`config.mk`:
```
export PLATFORM = sky130hd
export DESIGN_NAME = adc_seq_ctrl
export DESIGN_NICKNAME = d
export VERILOG_FILES = /design/src/rtl/adc_seq_ctrl.sv
export SDC_FILE = /design/constraint.sdc
export NUM_CORES = 1
export LEC_CHECK = 0
export CAP_MARGIN = 20
export CORE_ASPECT_RATIO = 2
export CORE_MARGIN = 2
export CORE_UTILIZATION = 39
export DETAILED_ROUTE_END_ITERATION = 8
export GPL_TIMING_DRIVEN = 1
export PLACE_DENSITY = 0.88
export REMOVE_ABC_BUFFERS = 1
export SLEW_MARGIN = 20
export SYNTH_ARGS = -nofsm -noshare
export SYNTH_HDL_FRONTEND = slang
export SYNTH_SLANG_ARGS = --single-unit
```
`constraint.sdc`:
```
create_clock -name clock_clk -period 2.2 [get_ports clock_clk]
set_input_delay 0.33 -clock clock_clk [delete_from_list [all_inputs] [get_ports clock_clk]]
set_output_delay 0.33 -clock clock_clk [all_outputs]
set_load 0.05 [all_outputs]
```
`src/rtl/adc_seq_ctrl.sv`:
```
// ADC sequencer bring-up, readback confirmation, stall restart and single-channel sample capture.
// States: IDLE wait for enable+lock | WAIT start delay | WRITE_RUN/READ/CHECK arm+confirm | RUN capture | STOP halt | ERROR sticky fail
module adc_seq_ctrl #(
    parameter int SAMPLE_CHANNEL = 1,
    parameter int START_DELAY    = 1024,
    parameter int TIMEOUT        = 4096,
    parameter int MAX_RETRY      = 3
) (
    input  logic        clock_clk,
    input  logic        reset_sink_reset,
    input  logic        enable,
    input  logic        pll_locked,
    output logic        csr_address,
    output logic        csr_read,
    output logic        csr_write,
    output logic [31:0] csr_writedata,
    input  logic [31:0] csr_readdata,
    input  logic        resp_valid,
    input  logic [4:0]  resp_channel,
    input  logic [11:0] resp_data,
    output logic        sample_valid,
    output logic [15:0] sample_data,
    output logic        running,
    output logic        error
);

    localparam int CNT_MAX = (START_DELAY > TIMEOUT) ? START_DELAY : TIMEOUT;
    localparam int CW      = $clog2(CNT_MAX + 1);
    localparam int RW      = $clog2(MAX_RETRY + 1) + 1;

    typedef enum logic [2:0] {
        S_IDLE,
        S_WAIT,
        S_WRITE_RUN,
        S_READ,
        S_CHECK,
        S_RUN,
        S_STOP,
        S_ERROR
    } state_t;

    state_t          state_q, state_d;
    logic [CW-1:0]   cnt_q, cnt_d;
    logic [RW-1:0]   retry_q, retry_d, retry_inc;
    logic            restart_q, restart_d;
    logic            running_q, running_d;
    logic            error_q, error_d;
    logic            sample_valid_q, sample_valid_d;
    logic [15:0]     sample_data_q, sample_data_d;
    logic            sample_hit;
    logic [15:0]     sample_conv;
    logic            unused_readdata;

    assign unused_readdata = ^csr_readdata[31:1];

    assign sample_hit = (state_q == S_RUN) && resp_valid && (resp_channel == 5'(SAMPLE_CHANNEL));
    // Subtracting mid-scale from an offset-binary code is just an MSB flip.
    assign sample_conv = {~resp_data[11], resp_data[10:0], 4'b0000};
    assign retry_inc = (retry_q == RW'(MAX_RETRY)) ? retry_q : retry_q + 1'b1;

    always_comb begin
        state_d        = state_q;
        cnt_d          = '0;
        retry_d        = retry_q;
        restart_d      = restart_q;
        running_d      = running_q;
        error_d        = error_q;
        sample_valid_d = sample_hit;
        sample_data_d  = sample_hit ? sample_conv : sample_data_q;
        csr_read       = 1'b0;
        csr_write      = 1'b0;
        csr_writedata  = 32'h0000_0000;

        case (state_q)
            S_IDLE: begin
                running_d = 1'b0;
                if (enable && pll_locked) state_d = S_WAIT;
            end
            S_WAIT: begin
                if (!(enable && pll_locked)) state_d = S_IDLE;
                else if (cnt_q == CW'(START_DELAY - 1)) state_d = S_WRITE_RUN;
                else cnt_d = cnt_q + 1'b1;
            end
            S_WRITE_RUN: begin
                csr_write     = 1'b1;
                csr_writedata = 32'h0000_0001;
                state_d       = S_READ;
            end
            S_READ: begin
                csr_read = 1'b1;
                state_d  = S_CHECK;
            end
            S_CHECK: begin
                if (csr_readdata[0]) begin
                    state_d   = S_RUN;
                    running_d = 1'b1;
                    retry_d   = '0;
                end else begin
                    retry_d = retry_inc;
                    if (retry_inc >= RW'(MAX_RETRY)) begin
                        state_d = S_ERROR;
                        error_d = 1'b1;
                    end else begin
                        state_d = S_WRITE_RUN;
                    end
                end
            end
            S_RUN: begin
                // Disable has priority so a coincident timeout never restarts.
                if (!enable || !pll_locked) begin
                    state_d   = S_STOP;
                    restart_d = 1'b0;
                    running_d = 1'b0;
                end else if (cnt_q == CW'(TIMEOUT - 1)) begin
                    state_d   = S_STOP;
                    restart_d = 1'b1;
                    running_d = 1'b0;
                end else begin
                    cnt_d = sample_hit ? '0 : cnt_q + 1'b1;
                end
            end
            S_STOP: begin
                csr_write = 1'b1;
                restart_d = 1'b0;
                state_d   = (restart_q && enable) ? S_WRITE_RUN : S_IDLE;
            end
            S_ERROR: begin
                error_d   = 1'b1;
                running_d = 1'b0;
                if (!enable) state_d = S_IDLE;
            end
            default: state_d = S_IDLE;
        endcase
    end

    always_ff @(posedge clock_clk) begin
        if (reset_sink_reset) begin
            state_q        <= S_IDLE;
            cnt_q          <= '0;
            retry_q        <= '0;
            restart_q      <= 1'b0;
            running_q      <= 1'b0;
            error_q        <= 1'b0;
            sample_valid_q <= 1'b0;
            sample_data_q  <= 16'h0000;
        end else begin
            state_q        <= state_d;
            cnt_q          <= cnt_d;
            retry_q        <= retry_d;
            restart_q      <= restart_d;
            running_q      <= running_d;
            error_q        <= error_d;
            sample_valid_q <= sample_valid_d;
            sample_data_q  <= sample_data_d;
        end
    end

    assign csr_address  = 1'b0;
    assign sample_valid = sample_valid_q;
    assign sample_data  = sample_data_q;
    assign running      = running_q;
    assign error        = error_q;

endmodule

```
==> impl_results.md <==
* Routability Congestion at 0.856
* Clock Path Buffers at 2
* Most frequent cells after synthesis: 36 x buf_4, 35 x dfxtp_1, 23 x nor2_1
* Post-Route WL at 4070 microns
* Pwr per Cell Area at 615 nW/um^2
* Count of cell types in the netlist at 50
* Layout cells sized above 1 at 8.92%
* Placed cell area at 2290 sq um
* Final slew viol count at 0
* Worst setup EP type: register
* Worst-path fanout max at 12
* Vias in the first global route at 1531
* Die W at 54.3 microns
* Drt initial violations at 47
* Async set-reset flop share out of synthesis at 0%
* Initial antenna violation count at 0
* First drt pass iteration count at 4
* Worst Max-Slew Pin Slew at 0.539 ns
* Final hold violations at 0
* Top post-synthesis cells by area: dfxtp_1 35%, buf_4 14%, mux2i_1 6.1%
* Yosys top cell area share at 35.5%
* Worst-skew pair later-pin latency at 0.29 ns
* Largest net degree at the start of global routing at 26
* Final non-filler cell area at 2410 sq um
* Area grow syn2layout at 22.0%
* Seq/Total Area, Yosys at 35.5%
* P_leak at 1.03 nW
* Port bufs at 40
* DIE AREA at 5680 sq um
* Cell taking the most area after synthesis: dfxtp_1
* Fillers at 448
* Hold WC Path Type: register to register
* Ys flop type: dfxtp_1
* Via count at 1666
* Skew final at 0.00849 ns
* Post-layout util at 49.5%
* Initial core utilization at 40.6%
* DRC errors left at 0
* Setup TNS at 0 ns
* Tot Pwr at 1.48 mW
* Vias per cell at 5.11
* CTS Buf Count at 5
* Overflow after GRT at 0
* Outcome: completed
* Clk sink count at 35
* DPL Wire Length at 3120 microns
* Area of the multi-input gates at 1070 sq um
* Min Tclk post-route at 1.90 ns
* CP Class: register to register
* Yosys synthesis warning count at 0
* Required @ worst endpoint at 2.36 ns
* Crit path DAT at 2.06 ns
* Final setup violation count at 0
* Post-CTS Hold Fix Bufs at 0
* Clk root buf: clkbuf_8
* Post-CTS setup buffers at 0
* Boundary Pins at 108
* Max Freq at 527 MHz
* DIE HEIGHT at 105 microns
* #FFs+latches synth at 35
* Wirelength per Cell at 12.5 microns
* Unrepaired setup endpoints after global routing: false
* Nets@finish at 324
* Critical Path Source Type: register
* VDD IR max at 0.377 mV
* Core area at 4860 sq um
* Syn Inst Count at 227
* Post-Synthesis Mean Instance Area at 8.70 sq um
* Detail Route Antenna Nets at 0
* First-pass GRT wire length at 6270 microns
* Htree depth at 2
* Ant. Diodes at 0
* Final period util at 86.3%
* CTS tree: yes
* Max cap viols at 0
* Mapped cell area at 1970 sq um
* PostCTS Resize Cnt at 0
* GRT Util Overall at 14.4%
* Core Rows at 36
* Register area at 701 sq um
* Worst-path clk slew at 0.07 ns
* Most frequent cell after synthesis: buf_4
* Rel. slew slack at 63.5%
* Post-synth EDFFs at 0
[cells by family after synthesis]
group / Yosys count / synth area share [%]
mux: 12 / 6.08
flops: 35 / 35.5
xor+xnor: 11 / 4.88
fa+ha+maj: 2 / 1.27
simple gates: 87 / 25.3
other cells: 1 / 0.190
buf+inv: 51 / 17.0
compound gates: 28 / 9.82
[cell type report]
cell class / instances / share of cell area (%)
multi-input cells: 176 / 44.4
inverters: 5 / 0.779
clock buffers: 6 / 3.43
well taps: 57 / 2.96
flip-flops and latches: 35 / 29.1
repair buffers: 45 / 17.9
clock inverters: 2 / 1.45
[metrics by stage]
step | setup slack (ns) | hold WS [ns] | std cells
after detailed placement | 0.0756 | 0.454 | 318
after CTS | 0.304 | 0.471 | 326
after global routing | 0.187 | 0.500 | 326
after floorplan | 0.267 | 0.399 | 216
final | 0.302 | 0.475 | 326
after global placement | 0.113 | 0.446 | 318
[critical path: stages (launching register included)]
cell     delay, ns
dfxtp_1       0.37
ha_1          0.24
nand3_1       0.15
or4_1         0.56
a22oi_2       0.18
buf_4         0.21
nor3_1        0.07
[layout by cell type, fill, tap and decap left out, types with 2 or more instances in the layout]
cell             instances
clkdlybuf4s50_1         37
conb_1                  36
dfxtp_1                 35
nor2_1                  23
nor3_1                  13
mux2i_1                 12
nand2_1                  8
xor2_1                   8
buf_4                    8
a21oi_1                  7
clkbuf_8                 6
inv_1                    5
nand4_1                  5
nand3_1                  5
o21ai_0                  5
nand2b_1                 4
nor2b_1                  3
o31ai_1                  3
nor3b_1                  3
and3_1                   3
xnor2_1                  3
and4_1                   2
nand4b_1                 2
or4_4                    2
nand3b_1                 2
a21o_1                   2
a22oi_1                  2
or2_2                    2
ha_1                     2
[layer usage]
| layer | track usage [%] | vias to the layer above | part of all wire (%) | wire length [microns] |
|---|---|---|---|---|
| met5 | 0 | - | 0 | 0 |
| met4 | 8.21 | 0 | 3.7 | 151 |
| met3 | 2.71 | 18 | 7.8 | 319 |
| met2 | 26.3 | 93 | 52 | 2140 |
| met1 | 13.6 | 747 | 36 | 1460 |
| li1 | - | 808 | - | - |
[power breakdown]
part           internal [mW]  total (mW)  switching [mW]
sequential             0.636       0.646         0.00951
combinational         0.0585       0.239           0.180
clock                  0.367       0.595           0.229
[flip-flops by register name, summed over array words and instances (netlist names)]
signal and flops:
state_q 3, sample_valid 1, sample_data 12, error 1
restart_q 1, running 1, retry_q 3, cnt_q 13
[path summary, 6_finish.rpt]
path,from,end,slack (ns),cells after the start
max reg2reg,cnt_q[0]$_SDFF_PP0_,cnt_q[11]$_SDFF_PP0_,0.30,6
min,sample_data[15]$_SDFFE_PP0P_,sample_data[15]$_SDFFE_PP0P_,0.48,2
max,cnt_q[0]$_SDFF_PP0_,cnt_q[11]$_SDFF_PP0_,0.30,6
min reg2reg,sample_data[15]$_SDFFE_PP0P_,sample_data[15]$_SDFFE_PP0P_,0.48,2
No activity file was read; power rests on OpenSTA's default activity.
